**config.mk**
```make
export PLATFORM = sky130hd
export DESIGN_NAME = mem_io_bridge_flat
export DESIGN_NICKNAME = d
export VERILOG_FILES = /design/src/rtl/mem_io_bridge_if.sv /design/src/rtl/mem_io_bridge.sv /design/src/flat_wrapper.sv
export SDC_FILE = /design/constraint.sdc
export NUM_CORES = 1
export LEC_CHECK = 0
export BUFFER_PORTS_ARGS = -buffer_cell sky130_fd_sc_hd__buf_2
export CORE_UTILIZATION = 44
export CTS_CLUSTER_DIAMETER = 60
export DETAILED_ROUTE_END_ITERATION = 10
export PLACE_DENSITY = 0.77
export SLEW_MARGIN = 20
export SYNTH_ARGS = -nofsm -noshare
export SYNTH_HDL_FRONTEND = slang
export SYNTH_SLANG_ARGS = --single-unit
```
**constraint.sdc**
```tcl
create_clock -name iClock -period 2.55 [get_ports iClock]
set_input_delay 0.51 -clock iClock [delete_from_list [all_inputs] [get_ports iClock]]
set_output_delay 0.51 -clock iClock [all_outputs]
set_load 0.01 [all_outputs]
```
**src/rtl/mem_io_bridge_if.sv**
```systemverilog
// mem_io_bridge_if: bundles the CPU load/store request, the data-memory port and the IO channel
// port of mem_io_bridge.
//   CPU side   : iReq, iWrite, iSize, iUnsigned, iAddr, iWData -> oStall, oValid, oRData, oError
//   Memory side: oMemAddr, oMemRead, oMemWrite, oMemByteEn, oMemWData <- iMemRData
//   IO side    : oIoCs, oIoRead, oIoWrite, oIoWData <- iIoRData (channel k at [k*IO_DATA_W +:])
// Modport slave is taken by the bridge; modport master by whatever drives the CPU request and
// models memory/IO.
interface mem_io_bridge_if #(
    parameter int unsigned ADDR_W    = 32,
    parameter int unsigned N_IO_CH   = 4,
    parameter int unsigned IO_DATA_W = 16
);
    logic                           iReq;
    logic                           iWrite;
    logic [1:0]                     iSize;
    logic                           iUnsigned;
    logic [ADDR_W-1:0]              iAddr;
    logic [31:0]                    iWData;
    logic                           oStall;
    logic                           oValid;
    logic [31:0]                    oRData;
    logic                           oError;
    logic [ADDR_W-1:0]              oMemAddr;
    logic                           oMemRead;
    logic                           oMemWrite;
    logic [3:0]                     oMemByteEn;
    logic [31:0]                    oMemWData;
    logic [31:0]                    iMemRData;
    logic [N_IO_CH-1:0]             oIoCs;
    logic                           oIoRead;
    logic                           oIoWrite;
    logic [IO_DATA_W-1:0]           oIoWData;
    logic [N_IO_CH*IO_DATA_W-1:0]   iIoRData;

    modport slave (
        input  iReq, iWrite, iSize, iUnsigned, iAddr, iWData, iMemRData, iIoRData,
        output oStall, oValid, oRData, oError, oMemAddr, oMemRead, oMemWrite, oMemByteEn,
               oMemWData, oIoCs, oIoRead, oIoWrite, oIoWData
    );

    modport master (
        output iReq, iWrite, iSize, iUnsigned, iAddr, iWData, iMemRData, iIoRData,
        input  oStall, oValid, oRData, oError, oMemAddr, oMemRead, oMemWrite, oMemByteEn,
               oMemWData, oIoCs, oIoRead, oIoWrite, oIoWData
    );
endinterface

```
**src/rtl/mem_io_bridge.sv**
```systemverilog
// mem_io_bridge: sequences CPU loads/stores to data memory (addr < IO_BASE) or to one of
// N_IO_CH memory-mapped IO channels (addr >= IO_BASE), with lane steering, load extension and
// error reporting. All bus outputs are registered.
// Ports:
//   iClock  - system clock, rising edge
//   iResetN - asynchronous active-low reset
//   bus     - mem_io_bridge_if.slave (CPU request/response, memory port, IO port)
module mem_io_bridge #(
    parameter int unsigned       ADDR_W      = 32,
    parameter logic [ADDR_W-1:0] IO_BASE     = 32'hFFFFFC00,
    parameter int unsigned       N_IO_CH     = 4,
    parameter int unsigned       IO_CH_SHIFT = 4,
    parameter int unsigned       IO_DATA_W   = 16,
    parameter int unsigned       MEM_LATENCY = 1
) (
    input  logic              iClock,
    input  logic              iResetN,
    mem_io_bridge_if.slave    bus
);
    localparam int unsigned CH_W  = (N_IO_CH > 1) ? $clog2(N_IO_CH) : 1;
    localparam int unsigned CNT_W = (MEM_LATENCY > 1) ? $clog2(MEM_LATENCY) : 1;

    typedef enum logic [1:0] {StIdle, StMemWait, StIoAcc, StResp} state_e;

    state_e           state;
    logic [CNT_W-1:0] waitCnt;
    logic             rWrite;
    logic [1:0]       rSize;
    logic             rUnsigned;
    logic [1:0]       rAddrLo;
    logic [CH_W-1:0]  rChan;

    // Request decode straight from the CPU inputs; only used on the acceptance cycle.
    logic              reqIsIo;
    logic [ADDR_W-1:0] reqChan;
    logic              reqErr;
    logic [3:0]        reqByteEn;
    logic [31:0]       reqWData;
    logic [N_IO_CH-1:0] reqCs;

    always_comb begin
        reqIsIo = (bus.iAddr >= IO_BASE);
        reqChan = (bus.iAddr - IO_BASE) >> IO_CH_SHIFT;
        reqErr  = (bus.iSize == 2'd3) ||
                  ((bus.iSize == 2'd1) && bus.iAddr[0]) ||
                  ((bus.iSize == 2'd2) && (bus.iAddr[1:0] != 2'b00)) ||
                  (reqIsIo && (reqChan >= ADDR_W'(N_IO_CH)));
        case (bus.iSize)
            2'd0: begin
                reqByteEn = 4'b0001 << bus.iAddr[1:0];
                reqWData  = {4{bus.iWData[7:0]}};
            end
            2'd1: begin
                reqByteEn = bus.iAddr[1] ? 4'b1100 : 4'b0011;
                reqWData  = {2{bus.iWData[15:0]}};
            end
            default: begin
                reqByteEn = 4'b1111;
                reqWData  = bus.iWData;
            end
        endcase
        for (int k = 0; k < N_IO_CH; k++) begin
            reqCs[k] = (reqChan == ADDR_W'(k));
        end
    end

    // Shift the addressed byte/half down to bit 0 (halfword offsets are 0 or 2), then extend.
    function automatic logic [31:0] extendMem(logic [31:0] word, logic [1:0] size,
                                              logic [1:0] lo, logic uns);
        logic [31:0] sh;
        sh = word >> {lo, 3'b000};
        case (size)
            2'd0:    return uns ? {24'h0, sh[7:0]} : {{24{sh[7]}}, sh[7:0]};
            2'd1:    return uns ? {16'h0, sh[15:0]} : {{16{sh[15]}}, sh[15:0]};
            default: return word;
        endcase
    endfunction

    logic [IO_DATA_W-1:0] ioSlice;
    logic [31:0]          ioExt;
    always_comb begin
        ioSlice = bus.iIoRData[rChan*IO_DATA_W +: IO_DATA_W];
        ioExt   = rUnsigned ? 32'(ioSlice) : 32'($signed(ioSlice));
    end

    always_ff @(posedge iClock or negedge iResetN) begin
        if (!iResetN) begin
            state          <= StIdle;
            waitCnt        <= '0;
            rWrite         <= 1'b0;
            rSize          <= 2'd0;
            rUnsigned      <= 1'b0;
            rAddrLo        <= 2'd0;
            rChan          <= '0;
            bus.oStall     <= 1'b0;
            bus.oValid     <= 1'b0;
            bus.oRData     <= '0;
            bus.oError     <= 1'b0;
            bus.oMemAddr   <= '0;
            bus.oMemRead   <= 1'b0;
            bus.oMemWrite  <= 1'b0;
            bus.oMemByteEn <= '0;
            bus.oMemWData  <= '0;
            bus.oIoCs      <= '0;
            bus.oIoRead    <= 1'b0;
            bus.oIoWrite   <= 1'b0;
            bus.oIoWData   <= '0;
        end else begin
            case (state)
                StIdle, StResp: begin
                    bus.oValid <= 1'b0;
                    bus.oError <= 1'b0;
                    state      <= StIdle;
                    if (bus.iReq) begin
                        rWrite    <= bus.iWrite;
                        rSize     <= bus.iSize;
                        rUnsigned <= bus.iUnsigned;
                        rAddrLo   <= bus.iAddr[1:0];
                        rChan     <= CH_W'(reqChan);
                        if (reqErr) begin
                            // Straight to the response with no strobe.
                            state      <= StResp;
                            bus.oValid <= 1'b1;
                            bus.oError <= 1'b1;
                            bus.oRData <= '0;
                        end else if (reqIsIo) begin
                            state        <= StIoAcc;
                            bus.oStall   <= 1'b1;
                            bus.oIoCs    <= reqCs;
                            bus.oIoRead  <= !bus.iWrite;
                            bus.oIoWrite <= bus.iWrite;
                            bus.oIoWData <= bus.iWData[IO_DATA_W-1:0];
                        end else begin
                            state          <= StMemWait;
                            waitCnt        <= CNT_W'(MEM_LATENCY - 1);
                            bus.oStall     <= 1'b1;
                            bus.oMemAddr   <= {bus.iAddr[ADDR_W-1:2], 2'b00};
                            bus.oMemRead   <= !bus.iWrite;
                            bus.oMemWrite  <= bus.iWrite;
                            bus.oMemByteEn <= reqByteEn;
                            bus.oMemWData  <= reqWData;
                        end
                    end
                end
                StMemWait: begin
                    if (waitCnt == '0) begin
                        state         <= StResp;
                        bus.oStall    <= 1'b0;
                        bus.oMemRead  <= 1'b0;
                        bus.oMemWrite <= 1'b0;
                        bus.oValid    <= 1'b1;
                        if (!rWrite) begin
                            bus.oRData <= extendMem(bus.iMemRData, rSize, rAddrLo, rUnsigned);
                        end
                    end else begin
                        waitCnt <= waitCnt - 1'b1;
                    end
                end
                StIoAcc: begin
                    state        <= StResp;
                    bus.oStall   <= 1'b0;
                    bus.oIoCs    <= '0;
                    bus.oIoRead  <= 1'b0;
                    bus.oIoWrite <= 1'b0;
                    bus.oValid   <= 1'b1;
                    if (!rWrite) begin
                        bus.oRData <= ioExt;
                    end
                end
                default: state <= StIdle;
            endcase
        end
    end
endmodule

```
**src/flat_wrapper.sv**
```systemverilog
// flat-port wrapper written by rule: the top's interface ports become plain ports
module mem_io_bridge_flat 
#(
    parameter int unsigned       ADDR_W      = 32,
    parameter logic [ADDR_W-1:0] IO_BASE     = 32'hFFFFFC00,
    parameter int unsigned       N_IO_CH     = 4,
    parameter int unsigned       IO_CH_SHIFT = 4,
    parameter int unsigned       IO_DATA_W   = 16,
    parameter int unsigned       MEM_LATENCY = 1
)
  (iClock, iResetN, bus_iReq, bus_iWrite, bus_iSize, bus_iUnsigned, bus_iAddr, bus_iWData, bus_iMemRData, bus_iIoRData, bus_oStall, bus_oValid, bus_oRData, bus_oError, bus_oMemAddr, bus_oMemRead, bus_oMemWrite, bus_oMemByteEn, bus_oMemWData, bus_oIoCs, bus_oIoRead, bus_oIoWrite, bus_oIoWData);
  mem_io_bridge_if #(.ADDR_W(ADDR_W), .N_IO_CH(N_IO_CH), .IO_DATA_W(IO_DATA_W)) bus_i ();
  input  logic iClock;
  input  logic iResetN;
  input wire logic [$bits(bus_i.iReq)-1:0] bus_iReq;
  input wire logic [$bits(bus_i.iWrite)-1:0] bus_iWrite;
  input wire logic [$bits(bus_i.iSize)-1:0] bus_iSize;
  input wire logic [$bits(bus_i.iUnsigned)-1:0] bus_iUnsigned;
  input wire logic [$bits(bus_i.iAddr)-1:0] bus_iAddr;
  input wire logic [$bits(bus_i.iWData)-1:0] bus_iWData;
  input wire logic [$bits(bus_i.iMemRData)-1:0] bus_iMemRData;
  input wire logic [$bits(bus_i.iIoRData)-1:0] bus_iIoRData;
  output wire logic [$bits(bus_i.oStall)-1:0] bus_oStall;
  output wire logic [$bits(bus_i.oValid)-1:0] bus_oValid;
  output wire logic [$bits(bus_i.oRData)-1:0] bus_oRData;
  output wire logic [$bits(bus_i.oError)-1:0] bus_oError;
  output wire logic [$bits(bus_i.oMemAddr)-1:0] bus_oMemAddr;
  output wire logic [$bits(bus_i.oMemRead)-1:0] bus_oMemRead;
  output wire logic [$bits(bus_i.oMemWrite)-1:0] bus_oMemWrite;
  output wire logic [$bits(bus_i.oMemByteEn)-1:0] bus_oMemByteEn;
  output wire logic [$bits(bus_i.oMemWData)-1:0] bus_oMemWData;
  output wire logic [$bits(bus_i.oIoCs)-1:0] bus_oIoCs;
  output wire logic [$bits(bus_i.oIoRead)-1:0] bus_oIoRead;
  output wire logic [$bits(bus_i.oIoWrite)-1:0] bus_oIoWrite;
  output wire logic [$bits(bus_i.oIoWData)-1:0] bus_oIoWData;
  assign bus_i.iReq = bus_iReq;
  assign bus_i.iWrite = bus_iWrite;
  assign bus_i.iSize = bus_iSize;
  assign bus_i.iUnsigned = bus_iUnsigned;
  assign bus_i.iAddr = bus_iAddr;
  assign bus_i.iWData = bus_iWData;
  assign bus_i.iMemRData = bus_iMemRData;
  assign bus_i.iIoRData = bus_iIoRData;
  assign bus_oStall = bus_i.oStall;
  assign bus_oValid = bus_i.oValid;
  assign bus_oRData = bus_i.oRData;
  assign bus_oError = bus_i.oError;
  assign bus_oMemAddr = bus_i.oMemAddr;
  assign bus_oMemRead = bus_i.oMemRead;
  assign bus_oMemWrite = bus_i.oMemWrite;
  assign bus_oMemByteEn = bus_i.oMemByteEn;
  assign bus_oMemWData = bus_i.oMemWData;
  assign bus_oIoCs = bus_i.oIoCs;
  assign bus_oIoRead = bus_i.oIoRead;
  assign bus_oIoWrite = bus_i.oIoWrite;
  assign bus_oIoWData = bus_i.oIoWData;
  mem_io_bridge #(.ADDR_W(ADDR_W), .IO_BASE(IO_BASE), .N_IO_CH(N_IO_CH), .IO_CH_SHIFT(IO_CH_SHIFT), .IO_DATA_W(IO_DATA_W), .MEM_LATENCY(MEM_LATENCY)) u_core (.iClock(iClock), .iResetN(iResetN), .bus(bus_i));
endmodule
```
==> flow_summary.yaml <==
clock_tree:
  cts_root_buffer: "clkbuf_16"
  cts_hold_buf: 0
  cts_made_buffers: 17
  clk_pin_slew_ns: 0.06
  clock_latency_ns: 0.42
  cts_sinks: 135
  cts_setup_buffers: 0
  h-tree-depth: 4
  cts_tree: "built"
  clockBufferDepth: 2
  postCtsResizedCells: 0
worst_setup_path:
  path_class: "input port to flip-flop"
  path_max_fanout: 17
  cp.arrival_ns: 2.70
  crit_path_start_kind: "input port"
  crit_required_ns: 2.85
  end_kind: "flip-flop"
pwr:
  ir_drop_mv: 0.557
  power_density_nw_per_um2: 1070
  leakage_nw: 5.21
timing:
  fmax_ghz: 0.416
  rsz0062_at_grt: "no"
  tightestPinTransition_ns: 0.641
  fin_crit_ns: 2.41
  fin_setup_tns_ns: 0
  slew_violations: 0
  setup_viol: 0
  period_share: 0.943
  hold_viol_final: 0
  clock_skew_ns: 0.0109
  max-slew-margin-rel: 0.572
synth:
  ys_ff_latch: 135
  ys_async_sr_fraction: 1.00
  synthFlopType: "dfrtp_1"
  yosysSeqAreaShare: 0.482
  synth_edf_count: 0
  yosys_warnings: 0
  netlist_area_sq_um: 7000
  synth_top_area_share: 0.482
  synth_area_per_cell_sq_um: 9.89
  synth_top_cell_by_area: "dfrtp_1"
  synth.distinct_cells: 54
  syn_inst: 708
  ys_top_cells_by_area: "dfrtp_1 (48%), nand2_1 (9.4%), mux4_2 (5.5%), mux2i_1 (4.9%), mux2_2 (4.0%)"
floorplan:
  coreArea_sq_um: 15400
  die_area_sq_um: 16400
  die_y_um: 128
  ioPinCount: 294
  start_util: 0.456
  fp.dieW_um: 128
  core.rowCount: 45
route:
  drc: 0
  drtIter0Drc: 414
  drt-pass1-iter-count: 5
  ant_nets: 0
  viasPerCell: 5.40
  wire_per_inst_um: 18.2
  vias: 6764
  wl_um: 22800
global_routing:
  grt_pass1_wl_um: 35100
  grt_max_degree: 60
  antenna_found_initial: 0
  grt_overflow: 0
  grt_pass1_vias: 6751
  grtUsageTotal: 0.282
placement:
  portBuffers: 291
  gp_congestion: 0.881
  place_inst: 1221
  dp_hpwl_um: 17600
final_layout:
  most-common-layout-cells: "buf_2 (290), nand2_1 (175), dfrtp_1 (135)"
  final_nets: 1198
  finalNonFillerCells: 1253
  layout_commonest_cell: "buf_2"
  n_antenna_cell: 0
  final_core_util: 0.631
  area_growth_pct: 38.5
  drive_above_1_share: 0.418
flow_run:
  drv_cap: 0
hold_path:
  hp-class: "input port to asynchronous set/reset pin"
status:
  outcome: "finished, final reports clean"
==> synthesized netlist by cell type, types with 2 or more instances <==
| master | count |
|---|---|
| a211o_1 | 2 |
| a21o_1 | 18 |
| a21oi_1 | 18 |
| a31oi_1 | 20 |
| buf_1 | 4 |
| buf_2 | 9 |
| buf_4 | 2 |
| buf_6 | 2 |
| clkbuf_1 | 34 |
| dfrtp_1 | 135 |
| ha_1 | 2 |
| inv_1 | 10 |
| mux2_1 | 14 |
| mux2_2 | 25 |
| mux2i_1 | 34 |
| mux4_2 | 17 |
| nand2_1 | 175 |
| nand2b_1 | 4 |
| nand3_1 | 13 |
| nand3b_1 | 7 |
| nand4_1 | 6 |
| nor2_1 | 29 |
| nor2b_1 | 6 |
| nor3_1 | 2 |
| nor3b_1 | 8 |
| nor4_1 | 4 |
| o211ai_1 | 22 |
| o21ai_0 | 47 |
| o21ai_1 | 3 |
| o31ai_1 | 6 |
| or2_2 | 2 |
| or3_1 | 2 |
| or4_1 | 5 |
==> per-stage QoR <==
| stage | area [sq um] | power, mW | setup slack [ns] | hold slack (ns) |
|---|---|---|---|---|
| after floorplan | 7030 | 6.03 | -0.0744 | 0.214 |
| after global placement | 9090 | 7.71 | -0.198 | 0.453 |
| after detailed placement | 9090 | 7.85 | -0.277 | 0.457 |
| after CTS | 9700 | 10.4 | 0.176 | 0.0667 |
| after global routing | 9700 | 11.0 | 0.0848 | 0.0919 |
| final | 9700 | 10.3 | 0.144 | 0.0575 |
==> sequential cells by signal, summed over array words and instances (netlist names), 2 cells and up <==
register               count
u_core.state               2
u_core.rAddrLo             2
u_core.bus.oMemWData      32
u_core.rSize               2
u_core.bus.oMemByteEn      4
u_core.bus.oIoWData       16
u_core.bus.oMemAddr       30
u_core.bus.oIoCs           4
u_core.bus.oRData         32
u_core.rChan               2
==> path summary, 6_finish.rpt <==
kind | startpoint | endpoint | slack (ns) | cells after the start
min in group iClock | bus_iAddr[2] | u_core.bus.oMemAddr[2] | 0.28 | 3
worst min-delay path | iResetN | u_core.bus.oRData[16] | 0.06 | 1
worst min register to register | u_core.bus.oMemAddr[11] | u_core.bus.oMemAddr[11] | 0.47 | 2
max in group asynchronous | iResetN | u_core.bus.oMemAddr[5] | 1.81 | 2
worst max register to register | u_core.state[1] | u_core.bus.oRData[4] | 0.33 | 7
worst max-delay path | bus_iAddr[23] | u_core.bus.oRData[4] | 0.14 | 7
==> cells by family (layout without fill, tap and decap cells) <==
kind of cell | count (synthesis) | in the layout | synth area share
AO/OA/AOI/OAI | 148 | 148 | 0.137
multiplexers | 90 | 90 | 0.166
AND/OR/NAND/NOR | 268 | 268 | 0.170
XOR/XNOR | 2 | 2 | 0.00250
adder cells (fa/ha/maj) | 2 | 2 | 0.00357
flip-flops | 135 | 135 | 0.482
other | 1 | 2 | 0.000535
buffers and inverters | 62 | 395 | 0.0381
==> report_power, final <==
part	leakage, nW	switching (mW)	internal (mW)
clock network	0.295	1.02	1.49
registers	1.74	0.428	2.85
logic	3.18	2.57	1.99
==> area by class of cell <==
type                            count  area (sq um)
Tap cell                          211           264
Timing Repair Buffer              352          2020
Clock buffer                       18           439
Fill cell                        1288          5670
Clock inverter                     14           163
Inverter                           11          41.3
Sequential cell                   135          3380
Multi-Input combinational cell    512          3390
==> per-layer routing <==
metal / part of all wire / vias to the layer above / GRT usage
met2: 0.50 / 319 / 0.481
met5: 0 / - / 0
met4: 0.027 / 0 / 0.121
met1: 0.40 / 3255 / 0.335
met3: 0.079 / 42 / 0.0772
li1: - / 3148 / -
==> worst max-delay path, cell delays in order <==
cell	delay [ns]
buf_2	0.12
nand4_1	0.11
or4_1	0.56
or4_1	0.61
o211ai_4	0.25
buf_12	0.19
mux2_1	0.34
Note: power is estimated with default switching activity, not from simulation.
